`src/rtl/ex_seq_pkg.sv`:
```
`default_nettype none
// ============================================================================
// Module   : ex_seq_pkg
// Brief    : Shared types and constants for the multi-cycle execute sequencer.
// Revision : 1.0 - initial release
// ============================================================================
package ex_seq_pkg;

    // Sequencer FSM states
    typedef enum logic [1:0] {
        ST_IDLE = 2'd0,
        ST_WAIT = 2'd1,
        ST_DONE = 2'd2
    } ex_seq_state_e;

    // Widest supported datapath; the constants below are sliced down to XLEN
    localparam int EX_SEQ_MAX_XLEN = 128;

    // Result reported when a unit never completes
    localparam logic [EX_SEQ_MAX_XLEN-1:0] EX_SEQ_ERR_RESULT     = '1;
    // Result reported when the op targets a unit that does not exist
    localparam logic [EX_SEQ_MAX_XLEN-1:0] EX_SEQ_ILLEGAL_RESULT = '0;

endpackage
`default_nettype wire

```
`src/rtl/ex_seq_timeout_cnt.sv`:
```
`default_nettype none
// ============================================================================
// Module   : ex_seq_timeout_cnt
// Brief    : Clearable saturating cycle counter. expired_o is high during the
//            LIMIT-th counted cycle, so the owner can leave on that cycle.
// Revision : 1.0 - initial release
// ============================================================================
module ex_seq_timeout_cnt #(
    parameter int LIMIT = 255
) (
    input  logic clk,
    input  logic rst,
    input  logic clear_i,
    input  logic en_i,
    output logic expired_o
);

    localparam int              CNT_W    = $clog2(LIMIT + 1);
    localparam logic [CNT_W-1:0] CNT_MAX  = CNT_W'(LIMIT);
    localparam logic [CNT_W-1:0] CNT_LAST = CNT_W'(LIMIT - 1);

    logic [CNT_W-1:0] count;

    // Count enabled cycles, clear has priority, hold once saturated
    always_ff @(posedge clk or posedge rst) begin
        if (rst) begin
            count <= '0;
        end else if (clear_i) begin
            count <= '0;
        end else if (en_i && (count != CNT_MAX)) begin
            count <= count + 1'b1;
        end
    end

    // count holds the number of cycles already spent, so the current cycle
    // is number count+1
    assign expired_o = (count >= CNT_LAST);

endmodule
`default_nettype wire

```
`src/rtl/ex_mc_sequencer.sv`:
```
`default_nettype none
// ============================================================================
// Module   : ex_mc_sequencer
// Brief    : Dispatches one multi-cycle op at a time to one of N_UNITS
//            functional units, waits for completion (or timeout), registers
//            the result and drives the EX-stage ready.
// Revision : 1.0 - initial release
// ============================================================================
module ex_mc_sequencer
    import ex_seq_pkg::*;
#(
    parameter int XLEN        = 32,
    parameter int N_UNITS     = 3,
    parameter int OP_W        = 4,
    parameter int TIMEOUT_CYC = 255
) (
    input  logic                                               clk,
    input  logic                                               rst,
    input  logic                                               issue_valid_i,
    input  logic [((N_UNITS > 1) ? $clog2(N_UNITS) : 1)-1:0]   issue_unit_i,
    input  logic [OP_W-1:0]                                    issue_op_i,
    input  logic [XLEN-1:0]                                    issue_a_i,
    input  logic [XLEN-1:0]                                    issue_b_i,
    input  logic                                               flush_i,
    output logic [N_UNITS-1:0]                                 unit_valid_o,
    output logic [OP_W-1:0]                                    unit_op_o,
    output logic [XLEN-1:0]                                    unit_a_o,
    output logic [XLEN-1:0]                                    unit_b_o,
    input  logic [N_UNITS-1:0]                                 unit_done_i,
    input  logic [N_UNITS*XLEN-1:0]                            unit_result_i,
    output logic [XLEN-1:0]                                    result_o,
    output logic                                               result_valid_o,
    output logic                                               ex_ready_o,
    output logic                                               busy_o,
    output logic                                               error_o
);

    localparam int                UNIT_W     = (N_UNITS > 1) ? $clog2(N_UNITS) : 1;
    localparam logic [UNIT_W:0]   UNIT_LIMIT = (UNIT_W + 1)'(N_UNITS);

    ex_seq_state_e      state;
    logic [UNIT_W-1:0]  sel;
    logic               issue_legal;
    logic [N_UNITS-1:0] issue_onehot;
    logic               sel_done;
    logic [XLEN-1:0]    sel_result;
    logic               timeout_expired;

    // Unit indices at or above N_UNITS are not attached
    assign issue_legal = ({1'b0, issue_unit_i} < UNIT_LIMIT);

    // Decode the requested unit into the one-hot dispatch vector
    always_comb begin
        issue_onehot = '0;
        for (int i = 0; i < N_UNITS; i++) begin
            issue_onehot[i] = (issue_unit_i == UNIT_W'(i));
        end
    end

    // Select the completion strobe and result of the latched unit only
    always_comb begin
        sel_done   = 1'b0;
        sel_result = '0;
        for (int i = 0; i < N_UNITS; i++) begin
            if (sel == UNIT_W'(i)) begin
                sel_done   = unit_done_i[i];
                sel_result = unit_result_i[i*XLEN +: XLEN];
            end
        end
    end

    // Timeout counter runs only in WAIT and restarts from zero on every op
    if (TIMEOUT_CYC > 0) begin : g_timeout
        ex_seq_timeout_cnt #(
            .LIMIT (TIMEOUT_CYC)
        ) u_timeout_cnt (
            .clk       (clk),
            .rst       (rst),
            .clear_i   (state != ST_WAIT),
            .en_i      (state == ST_WAIT),
            .expired_o (timeout_expired)
        );
    end else begin : g_no_timeout
        assign timeout_expired = 1'b0;
    end

    // Sequencer FSM with registered dispatch, operand and result outputs
    always_ff @(posedge clk or posedge rst) begin
        if (rst) begin
            state          <= ST_IDLE;
            sel            <= '0;
            unit_valid_o   <= '0;
            unit_op_o      <= '0;
            unit_a_o       <= '0;
            unit_b_o       <= '0;
            result_o       <= '0;
            result_valid_o <= 1'b0;
            busy_o         <= 1'b0;
            error_o        <= 1'b0;
        end else begin
            // Pulses last one cycle unless re-asserted below
            unit_valid_o   <= '0;
            result_valid_o <= 1'b0;
            error_o        <= 1'b0;
            if (flush_i) begin
                // Flush beats any simultaneous issue, done or timeout
                state  <= ST_IDLE;
                busy_o <= 1'b0;
            end else begin
                case (state)
                    ST_IDLE: begin
                        if (issue_valid_i) begin
                            busy_o <= 1'b1;
                            if (issue_legal) begin
                                sel          <= issue_unit_i;
                                unit_op_o    <= issue_op_i;
                                unit_a_o     <= issue_a_i;
                                unit_b_o     <= issue_b_i;
                                unit_valid_o <= issue_onehot;
                                state        <= ST_WAIT;
                            end else begin
                                result_o       <= EX_SEQ_ILLEGAL_RESULT[XLEN-1:0];
                                result_valid_o <= 1'b1;
                                error_o        <= 1'b1;
                                state          <= ST_DONE;
                            end
                        end
                    end
                    ST_WAIT: begin
                        if (sel_done) begin
                            result_o       <= sel_result;
                            result_valid_o <= 1'b1;
                            state          <= ST_DONE;
                        end else if (timeout_expired) begin
                            result_o       <= EX_SEQ_ERR_RESULT[XLEN-1:0];
                            result_valid_o <= 1'b1;
                            error_o        <= 1'b1;
                            state          <= ST_DONE;
                        end
                    end
                    ST_DONE: begin
                        // The issuing instruction is still presented here
                        state  <= ST_IDLE;
                        busy_o <= 1'b0;
                    end
                    default: begin
                        state  <= ST_IDLE;
                        busy_o <= 1'b0;
                    end
                endcase
            end
        end
    end

    // Combinational ready keeps the existing single-cycle EX handshake
    assign ex_ready_o = ((state == ST_IDLE) && !issue_valid_i) || (state == ST_DONE);

endmodule
`default_nettype wire
```
`config.mk`:
```
export PLATFORM = sky130hd
export DESIGN_NAME = ex_mc_sequencer
export DESIGN_NICKNAME = d
export VERILOG_FILES = /design/src/rtl/ex_seq_pkg.sv /design/src/rtl/ex_seq_timeout_cnt.sv /design/src/rtl/ex_mc_sequencer.sv
export SDC_FILE = /design/constraint.sdc
export NUM_CORES = 1
export LEC_CHECK = 0
export ABC_AREA = 1
export CAP_MARGIN = 15
export CORE_ASPECT_RATIO = 0.9
export CORE_MARGIN = 4
export CORE_UTILIZATION = 45
export CTS_CLUSTER_DIAMETER = 200
export CTS_CLUSTER_SIZE = 40
export DETAILED_ROUTE_END_ITERATION = 16
export PLACE_DENSITY_LB_ADDON = 0.25
export SLEW_MARGIN = 10
export SYNTH_ARGS = -nofsm -noshare
export SYNTH_HDL_FRONTEND = slang
export SYNTH_HIERARCHICAL = 1
export SYNTH_SLANG_ARGS = --single-unit
```
`constraint.sdc`:
```
create_clock -name clk -period 10.5 [get_ports clk]
set_input_delay 2.625 -clock clk [delete_from_list [all_inputs] [get_ports clk]]
set_output_delay 2.625 -clock clk [all_outputs]
set_load 0.005 [all_outputs]
```
# After elaboration in Yosys (flattened, before gate mapping)
# Cells that the tools add are included.
# word_totals
regBits,118
out_inout_bits,107
# classes
add_sub_neg,1
n_lt_le_gt_ge,2
eq_ne,14
n_mux,35
bitwise,1
reduce_logical,13
# ops
op,n
$mux 32,7
$pmux 32 s2,1
$mux 8,2
$mux 1,12
$mux 3,4
$mux 2,5
$add 8x1->8 const B,1
$ge 8x8->1 const B,1
$ne 8x8->1 const B,1
$eq 2x1->1 const B,3
$eq 2x2->1 const B,3
$logic_not 2->1,3
$ne 2x2->1 const B,3
$ne 3x3->1 const B,2
$pmux 1 s2,3
$reduce_and 5->1,1
$ne 4x4->1 const B,1
$pmux 2 s2,1
$reduce_and 2->1,2
$reduce_and 4->1,1
$reduce_bool 2->1,2
$logic_and 1x1->1,2
$lt 2x2->1 const B,1
$ne 2x1->1 const B,1
other kinds (3),3

# Logic depth before layout (Yosys ltp)
# Gate-level depths: netlist of run 1.
# depth
depth_word,7
mapped_depth,10

# Hierarchy
# Netlist of run 1, hierarchy kept.
# by_module_without_submodules
module,instances,cells_per_inst,area_each_um2,seq_area_each_um2
ex_mc_sequencer,1,732,5434.0,2752.6
ex_seq_timeout_cnt,1,79,546.8,200.2

# Worst setup path before layout of run 1
# No wires, ideal clock.
# synth_path
path_type,input-to-output
startpoint,in issue_valid_i
endpoint,out ex_ready_o
arrival_time_ps,2829
t_required_ps,7875
slack_ps,5046
cell_stages,3
cell_sequence,inv_1 nor2_1 nor2_1
# synth_between
elab_chain_len,3
# synth_rtl
element,line,text
"start, declared",ex_mc_sequencer.sv:19,"input logic issue_valid_i,"
$logic_not 1->1,ex_mc_sequencer.sv:156,assign ex_ready_o = ((state == ST_IDLE) && !issue_valid_i) || (state == ST_DONE);
$logic_and 1x1->1,ex_mc_sequencer.sv:156,
$logic_or 1x1->1,ex_mc_sequencer.sv:156,
"end, declared",ex_mc_sequencer.sv:33,"output logic ex_ready_o,"
# No other way between the ends.

# Worst setup path in the final report of run 1
# Same ends and word-level chain as after synthesis.

==> results of run 1 <==
## layout by cell type (no fill, tap or decap), types with 5 or more instances in the layout
| master | count |
|---|---|
| nand4_1 | 36 |
| nand3_1 | 63 |
| clkbuf_16 | 17 |
| clkdlybuf4s50_1 | 279 |
| inv_1 | 120 |
| nor2_1 | 82 |
| o21ai_0 | 69 |
| buf_4 | 6 |
| dfrtp_1 | 118 |
| a21oi_1 | 5 |
| nand2_1 | 246 |
## layout make-up
type	instances	area, sq um
clock buffer	22	464
clock inverter	10	123
fill	1015	3440
inverter	124	473
multi-input combinational	524	2340
sequential	118	2950
tap	164	205
timing repair buffer	285	2840
## routing by layer
| metal | vias up | track usage | share of wire |
|---|---|---|---|
| met5 | - | 0 | 0 |
| met4 | 0 | 0.0851 | 0.022 |
| met3 | 33 | 0.105 | 0.11 |
| met2 | 237 | 0.402 | 0.47 |
| met1 | 2714 | 0.294 | 0.39 |
| li1 | 3039 | - | - |
## worst max-delay path: stages
cell,delay (ns)
clkdlybuf4s50_1,0.49
inv_1,0.13
nor2_1,0.05
nor2_1,0.09
clkdlybuf4s50_1,0.51
## report_power, final
part | switching (W) | total [W] | leakage, nW | internal (W)
registers | 0.0000560 | 0.000604 | 1.53 | 0.000548
logic | 0.000290 | 0.000584 | 2.90 | 0.000294
clock network | 0.000203 | 0.000565 | 0.277 | 0.000363
## cell families after synthesis
group | count (synthesis) | synth area share
simple gates | 443 | 0.318
flops | 118 | 0.494
compound gates | 78 | 0.0653
buf+inv | 169 | 0.117
xor+xnor | 1 | 0.00146
fa+ha+maj | 2 | 0.00418
## registers in the layout, summed over array words and instances (netlist names)
signal / count
busy_o: 1
result_valid_o: 1
unit_b_o: 32
unit_op_o: 4
state: 2
unit_a_o: 32
g_timeout.u_timeout_cnt/count: 8
unit_valid_o: 3
result_o: 32
sel: 2
error_o: 1
## final timing paths
kind / start / end / slack [ns] / cells past startpoint
min in group asynchronous: rst / g_timeout.u_timeout_cnt/count[3] / 2.57 / 2
worst max-delay path: issue_valid_i / ex_ready_o / 3.98 / 5
worst min-delay path: result_o[23] / result_o[23] / 0.47 / 2
max in group asynchronous: rst / result_o[17] / 6.60 / 3
worst min register to register: result_o[23] / result_o[23] / 0.47 / 2
worst max register to register: sel[0] / result_o[5] / 7.83 / 7
## metrics by stage
stage                util  hold slack (ns)  setup WS (ns)  total power (W)  instance area, sq um
CTS                 0.732            0.471           3.96          0.00177                  9400
finish              0.732            0.467           3.98          0.00175                  9400
global route        0.732            0.483           3.93          0.00186                  9400
floorplan               -            0.465           4.97         0.000862                  5980
global placement    0.687            0.455           3.99          0.00119                  8810
detailed placement  0.687            0.458           3.97          0.00119                  8810
==> flow_summary_export.csv, run 1 <==
group,metric,value,unit
final_layout,n_antenna_cell,0,
power_and_ir_drop,p_leak,4.71,nW
logic_synthesis,synthArstFlopShare,1.00,
detailed_routing,drcViolationCount,0,
worst_setup_path,cp.arrival,3.90,ns
logic_synthesis,yosysTopAreaCell,"dfrtp_1",
die,die_y,117,um
timing,report.final.slew_viol_count,0,
cts,clock-root-buffer,"clkbuf_16",
detailed_routing,drt_iter0_markers,468,
logic_synthesis,synth_top_area_share,0.494,
power_and_ir_drop,peakVddDrop,119,uV
worst_setup_path,crit_path_start_kind,"input port",
flow_run,cap_violations,0,
placement,place.gp.congestion,0.863,
cts,clk_pin_slew_worst_paths,0.05,ns
timing,min_period,6.52,ns
detailed_routing,ant_nets,0,
logic_synthesis,yosysSeqAreaShare,0.494,
detailed_routing,drtPass1Iterations,6,
cts,cts.sinks,118,
timing,rsz0062_at_grt,"no",
timing,hold_viol_final,0,
logic_synthesis,synth.avg_cell_area,7.37,sq um
die,die_area,15200,sq um
cts,post_cts_resized,0,
timing,tightest_slew,1.09,ns
run_status,status,"completed",
logic_synthesis,synth_area_leaders,"dfrtp_1 49%, nand2_1 15%, inv_1 7.6%",
grt,overflow,0,
timing,relSlewSlack,0.272,
cts,cts_setup_buffers,0,
timing,final.setup_skew,0.00699,ns
placement,portBuffers,279,
detailed_routing,routedWlPerCell,15.4,um
detailed_routing,wl,19.2,mm
die,fp.dieW,130,um
timing,finalSetupViolations,0,
logic_synthesis,yosysMostFrequentCell,"nand2_1",
logic_synthesis,ys_top_cells_by_count,"246 x nand2_1, 121 x inv_1, 118 x dfrtp_1",
logic_synthesis,synth_fp_nets,986,
worst_setup_path,required,7.88,ns
logic_synthesis,synth_area,5980,sq um
power_and_ir_drop,power_density,187,nW/um^2
cts,ctsLongestPathBuffers,2,
final_layout,drive_above_1_share,0.0471,
die,rows,39,
grt,grt_pass1_wl,29.8,mm
placement,hpwl,13.8,mm
worst_setup_path,worstPathMaxFanout,4,
grt,grtUsageTotal,0.247,
placement,dp.cells,1215,
min_path,min_path_type,"register to register",
cts,clkLatencyLatePin,0.40,ns
cts,ctsHoldBuffers,0,
worst_setup_path,criticalPathCategory,"input port to output port",
detailed_routing,drt-vias-per-instance,4.83,
die,core-area,12800,sq um
timing,max_clock_freq,0.153,GHz
logic_synthesis,synth_cell_types,26,
grt,grt_max_degree,126,
timing,fin_crit_sh,0.621,
die,num_io_pins,280,
final_layout,layout.nets,1245,
logic_synthesis,synth_edf_count,0,
grt,antenna_found_initial,0,
die,start_util,0.466,
logic_synthesis,synthFlopType,"dfrtp_1",
final_layout,syn_to_final_growth,57.1,%
logic_synthesis,ys_seq_elements,118,
timing,setup_tns,0,ns
cts,cts_tree,"yes",
detailed_routing,route.vias.total,6023,
cts,htreeDepth,4,
grt,first_global_vias,5795,
final_layout,instances_no_fill,1247,
worst_setup_path,end_kind,"output port",
logic_synthesis,synthCells,811,
logic_synthesis,ys_warn_count,6,
cts,cts_made_buffers,17,
Note: power is estimated with default switching activity, not from simulation.
==> run 2: changes to the inputs <==
- CORE_UTILIZATION: 45 -> 38
- clock period: 10.5 -> 5.9 ns (I/O delays scaled with it)
==> flow_summary_export.csv, run 2 (synthesized netlist as in run 1, its figures left out) <==
group,metric,value,unit
run_status,status,"completed",
worst_setup_path,required,4.43,ns
cts,clk_pin_slew_worst_paths,0.06,ns
timing,finalSetupViolations,0,
die,die_area,17800,sq um
cts,htreeDepth,4,
power_and_ir_drop,switching_power,0.000983,W
power_and_ir_drop,p_comb_frac,0.317,
placement,place.gp.congestion,0.825,
final_layout,layout_common_cells,"279 x clkdlybuf4s50_1, 246 x nand2_1, 120 x inv_1",
die,core-area,15400,sq um
placement,hpwl,14.0,mm
grt,grt_max_degree,78,
cts,cts_tree,"yes",
timing,rsz0062_at_grt,"no",
worst_setup_path,ff2ff_path_depth,8,
grt,antenna_found_initial,1,
worst_setup_path,worst_path_dominant_cell_family,"buffers and inverters",
final_layout,layout.nets,1247,
timing,report.final.slew_viol_count,0,
cts,cts_setup_buffers,0,
power_and_ir_drop,p_clk_frac,0.354,
detailed_routing,routedWlPerCell,15.1,um
detailed_routing,drcViolationCount,0,
cts,post_cts_resized,0,
cts,ctsLongestPathBuffers,2,
grt,first_global_vias,6034,
timing,max_clock_freq,0.237,GHz
grt,grt_pass1_wl,31.2,mm
detailed_routing,drtPass1Iterations,5,
timing,hold_viol_final,0,
worst_setup_path,cp.depth,5,
die,fp.dieW,140,um
die,die_y,127,um
final_layout,drive_above_1_share,0.0516,
cts,clock-root-buffer,"clkbuf_16",
min_path,hold_depth,2,
worst_setup_path,slowest_delay,0.50,ns
grt,grtUsageTotal,0.219,
detailed_routing,ant_nets,0,
detailed_routing,route.vias.total,5959,
detailed_routing,drt_iter0_markers,244,
cts,cts_made_buffers,17,
cts,ctsHoldBuffers,0,
timing,min_period,4.22,ns
power_and_ir_drop,p_leak,4.77,nW
worst_setup_path,crit_buf_inv,3,
cts,clkLatencyLatePin,0.41,ns
worst_setup_path,criticalPathCategory,"input port to output port",
worst_setup_path,worstPathMaxFanout,4,
power_and_ir_drop,intPower,0.00228,W
min_path,min_path_type,"register to register",
die,start_util,0.387,
timing,tightest_slew,1.06,ns
final_layout,reg_top3,"result_o: 32 flops, unit_a_o: 32 flops, unit_b_o: 32 flops",
worst_setup_path,crit_chain,"clkdlybuf4s50_1 -> inv_1 -> nor2_1 -> nor2_1 -> clkdlybuf4s50_1",
worst_setup_path,cp.arrival,2.74,ns
power_and_ir_drop,power_density,342,nW/um^2
timing,final.setup_skew,0.00753,ns
worst_setup_path,crit_path_start_kind,"input port",
die,num_io_pins,280,
detailed_routing,wl,19.5,mm
die,rows,43,
cts,cts.sinks,118,
final_layout,syn_to_final_growth,59.5,%
worst_setup_path,critPathSlowestCell,"clkdlybuf4s50_1",
grt,overflow,0,
flow_run,cap_violations,0,
power_and_ir_drop,power,0.00326,W
final_layout,layout_commonest_cell,"clkdlybuf4s50_1",
final_layout,n_fill_cell,1359,
power_and_ir_drop,peakVddDrop,193,uV
timing,fin_crit_sh,0.715,
power_and_ir_drop,seq_power_share,0.329,
detailed_routing,drt-vias-per-instance,4.63,
placement,portBuffers,279,
worst_setup_path,end_kind,"output port",
timing,setup_tns,0,ns
timing,relSlewSlack,0.291,
power_and_ir_drop,p_sw_frac,0.301,
run 2: cell count changes in the layout (fill, tap and decap cells not counted), sizes merged:
cell | previous run | this run
bufinv | 2 | 5
buf | 6 | 8
clkbuf | 22 | 20
clkinvlp | 3 | 2
diode | 0 | 1
run 2: path summary, 6_finish.rpt:
kind | start | endpoint | slack (ns)
max in group asynchronous | rst | unit_a_o[3] | 3.63
max | issue_valid_i | ex_ready_o | 1.68
min in group asynchronous | rst | unit_a_o[18] | 1.40
min reg2reg | result_o[0] | result_o[0] | 0.47
min | result_o[0] | result_o[0] | 0.47
max reg2reg | sel[0] | result_o[5] | 2.77
run 2: tightest hold or removal path, cell delays in order (launching register included):
cell     delay, ns
dfrtp_1       0.34
nand2_1       0.05
nand2_1       0.04
run 2: cell type report:
class,instances,area (sq um),area share
diodes,1,2.50,0.000262
clock buffers,20,467,0.0489
clock inverters,12,198,0.0207
inverters,124,473,0.0496
multi-input cells,524,2340,0.246
flip-flops and latches,118,2950,0.310
well taps,202,253,0.0265
repair buffers,287,2850,0.299
run 2: power groups by stage:
| stage | combinational [W] | clock (W) | sequential [W] |
|---|---|---|---|
| detailed placement | 0.00105 | 0 | 0.00108 |
| finish | 0.00103 | 0.00115 | 0.00108 |
| global placement | 0.00103 | 0 | 0.00108 |
| global route | 0.00115 | 0.00121 | 0.00110 |
| CTS | 0.00105 | 0.00118 | 0.00108 |
| floorplan | 0.000450 | 0 | 0.00108 |
run 2: routing by layer:
layer | wire length (um) | vias to the layer above | GRT usage
met5 | 0 | - | 0
met3 | 2130 | 20 | 0.0947
met4 | 342 | 0 | 0.0786
li1 | - | 3043 | -
met1 | 8300 | 2647 | 0.263
met2 | 8740 | 249 | 0.354
run 2: stage by stage:
step           hold WS (ns)  cells   util  instance area [sq um]  setup slack [ns]
2_1_floorplan         0.465    811      -                   5980              1.52
3_3_place_gp          0.454   1255  0.575                   8870              1.69
3_5_place_dp          0.458   1255  0.575                   8870              1.67
4_1_cts               0.471   1287  0.618                   9540              1.67
5_1_grt               0.488   1288  0.618                   9540              1.60
6_report              0.468   1288  0.618                   9540              1.68
==> run 3: changes to the inputs <==
- CORE_UTILIZATION: 38 -> 42
- clock period: 5.9 -> 4.15 ns (I/O delays scaled with it)
==> flow_summary_export.csv, run 3 (synthesized netlist as in run 1, its figures left out) <==
group,metric,value,unit
run_status,status,"completed",
worst_setup_path,slowest_delay,0.50,ns
min_path,min_path_type,"register to register",
timing,rsz0062_at_grt,"no",
detailed_routing,drtPass1Iterations,5,
final_layout,layout_common_cells,"279 x clkdlybuf4s50_1, 246 x nand2_1, 120 x inv_1",
cts,htreeDepth,4,
placement,portBuffers,279,
detailed_routing,drt-vias-per-instance,4.70,
detailed_routing,route.vias.total,5995,
timing,hold_viol_final,0,
timing,finalSetupViolations,0,
final_layout,layout_commonest_cell,"clkdlybuf4s50_1",
detailed_routing,drcViolationCount,0,
grt,grt_pass1_wl,30.9,mm
timing,final.setup_skew,0.00551,ns
grt,grt_max_degree,69,
timing,min_period,3.35,ns
final_layout,n_fill_cell,1237,
min_path,hold_depth,2,
cts,clock-root-buffer,"clkbuf_16",
worst_setup_path,ff2ff_path_depth,8,
timing,setup_tns,0,ns
detailed_routing,drt_iter0_markers,363,
power_and_ir_drop,switching_power,0.00135,W
detailed_routing,ant_nets,0,
cts,clk_pin_slew_worst_paths,0.05,ns
flow_run,cap_violations,0,
grt,overflow,0,
power_and_ir_drop,peakVddDrop,289,uV
placement,hpwl,14.2,mm
timing,report.final.slew_viol_count,0,
power_and_ir_drop,seq_power_share,0.345,
power_and_ir_drop,p_sw_frac,0.307,
final_layout,syn_to_final_growth,58.1,%
worst_setup_path,critPathSlowestCell,"clkdlybuf4s50_1",
cts,cts_made_buffers,17,
cts,ctsLongestPathBuffers,2,
power_and_ir_drop,power_density,466,nW/um^2
final_layout,seq_area,2950,sq um
cts,cts.sinks,118,
die,rows,41,
die,core-area,14000,sq um
worst_setup_path,r2r_start,"sel[1]",
final_layout,n_antenna_cell,0,
timing,relSlewSlack,0.332,
worst_setup_path,end_kind,"output port",
cts,clkLatencyLatePin,0.40,ns
grt,antenna_found_initial,1,
worst_setup_path,regToRegSetupSlack,1.64,ns
cts,ctsHoldBuffers,0,
placement,place.gp.congestion,0.847,
worst_setup_path,crit_path_start_kind,"input port",
die,start_util,0.427,
die,fp.dieW,134,um
power_and_ir_drop,p_comb_frac,0.340,
detailed_routing,wl,19.6,mm
final_layout,final_util,0.675,
grt,grtUsageTotal,0.243,
power_and_ir_drop,p_clk_frac,0.315,
final_layout,multi_input_area,2340,sq um
die,die_area,16200,sq um
worst_setup_path,cp.arrival,2.31,ns
cts,post_cts_resized,0,
power_and_ir_drop,p_leak,4.73,nW
min_path,min_to,"result_o[1]",
final_layout,layout.nets,1249,
die,die_y,121,um
timing,tightest_slew,0.998,ns
worst_setup_path,required,3.11,ns
worst_setup_path,worstPathMaxFanout,4,
worst_setup_path,crit_chain,"clkdlybuf4s50_1 -> inv_1 -> nor2_1 -> nor2_1 -> clkdlybuf4s50_1",
grt,first_global_vias,5928,
die,num_io_pins,280,
worst_setup_path,criticalPathCategory,"input port to output port",
timing,fin_crit_sh,0.808,
cts,cts_tree,"yes",
detailed_routing,routedWlPerCell,15.3,um
min_path,min-delay-start,"result_o[1]",
worst_setup_path,r2r_end,"result_o[27]",
power_and_ir_drop,intPower,0.00305,W
cts,cts_setup_buffers,0,
timing,max_clock_freq,0.298,GHz
final_layout,drive_above_1_share,0.0462,
final_layout,reg_top3,"result_o: 32 flops, unit_a_o: 32 flops, unit_b_o: 32 flops",
==> run 3: cell count changes in the layout (fill, tap and decap cells not counted), sizes merged <==
| cell | delta |
|---|---|
| bufinv | -3 |
| buf | +2 |
| clkbuf | +4 |
| diode | -1 |
| clkinvlp | -1 |
| inv | -1 |
| clkinv | -3 |
==> run 3: how the worst max path moves through the flow <==
stage | start | endpoint | slack [ns]
2_1_floorplan | rst | busy_o | 0.21
3_3_place_gp | issue_valid_i | ex_ready_o | 0.82
3_5_place_dp | issue_valid_i | ex_ready_o | 0.80
4_1_cts | issue_valid_i | ex_ready_o | 0.80
5_1_grt | issue_valid_i | ex_ready_o | 0.72
6_report | issue_valid_i | ex_ready_o | 0.80
==> run 3: critical path, delay by kind of cell <==
family	cells	cell delay (ns)
buffers and inverters	3	1.13
AND/OR/NAND/NOR	2	0.15
==> run 3: layout make-up <==
| class | instances | area share |
|---|---|---|
| sequential | 118 | 0.312 |
| inverter | 124 | 0.0500 |
| multi-input combinational | 524 | 0.248 |
| clock buffer | 24 | 0.0509 |
| timing repair buffer | 289 | 0.306 |
| clock inverter | 4 | 0.00767 |
| tap | 193 | 0.0255 |
==> run 3: through the flow <==
step / total power (W) / instances / setup slack [ns] / instance area [sq um] / hold slack, ns
finish: 0.00441 / 1276 / 0.798 / 9460 / 0.468
global route: 0.00469 / 1276 / 0.725 / 9460 / 0.473
CTS: 0.00446 / 1276 / 0.798 / 9460 / 0.471
detailed placement: 0.00304 / 1248 / 0.805 / 8900 / 0.458
global placement: 0.00302 / 1248 / 0.822 / 8900 / 0.453
floorplan: 0.00218 / 811 / 0.210 / 5980 / 0.465
==> run 3: per-layer routing <==
metal / vias up / share of wire / track usage
li1: 3035 / - / -
met1: 2706 / 0.40 / 0.280
met2: 236 / 0.48 / 0.415
met3: 16 / 0.11 / 0.108
met4: 2 / 0.0087 / 0.0623
met5: - / 0.00066 / 0
==> run 3: power by group through the flow <==
stage	Sequential [W]	Combinational [W]	Clock, W
after floorplan	0.00154	0.000639	0
after global placement	0.00153	0.00149	0
after detailed placement	0.00153	0.00151	0
after CTS	0.00152	0.00152	0.00142
after global routing	0.00155	0.00166	0.00148
final	0.00152	0.00150	0.00139
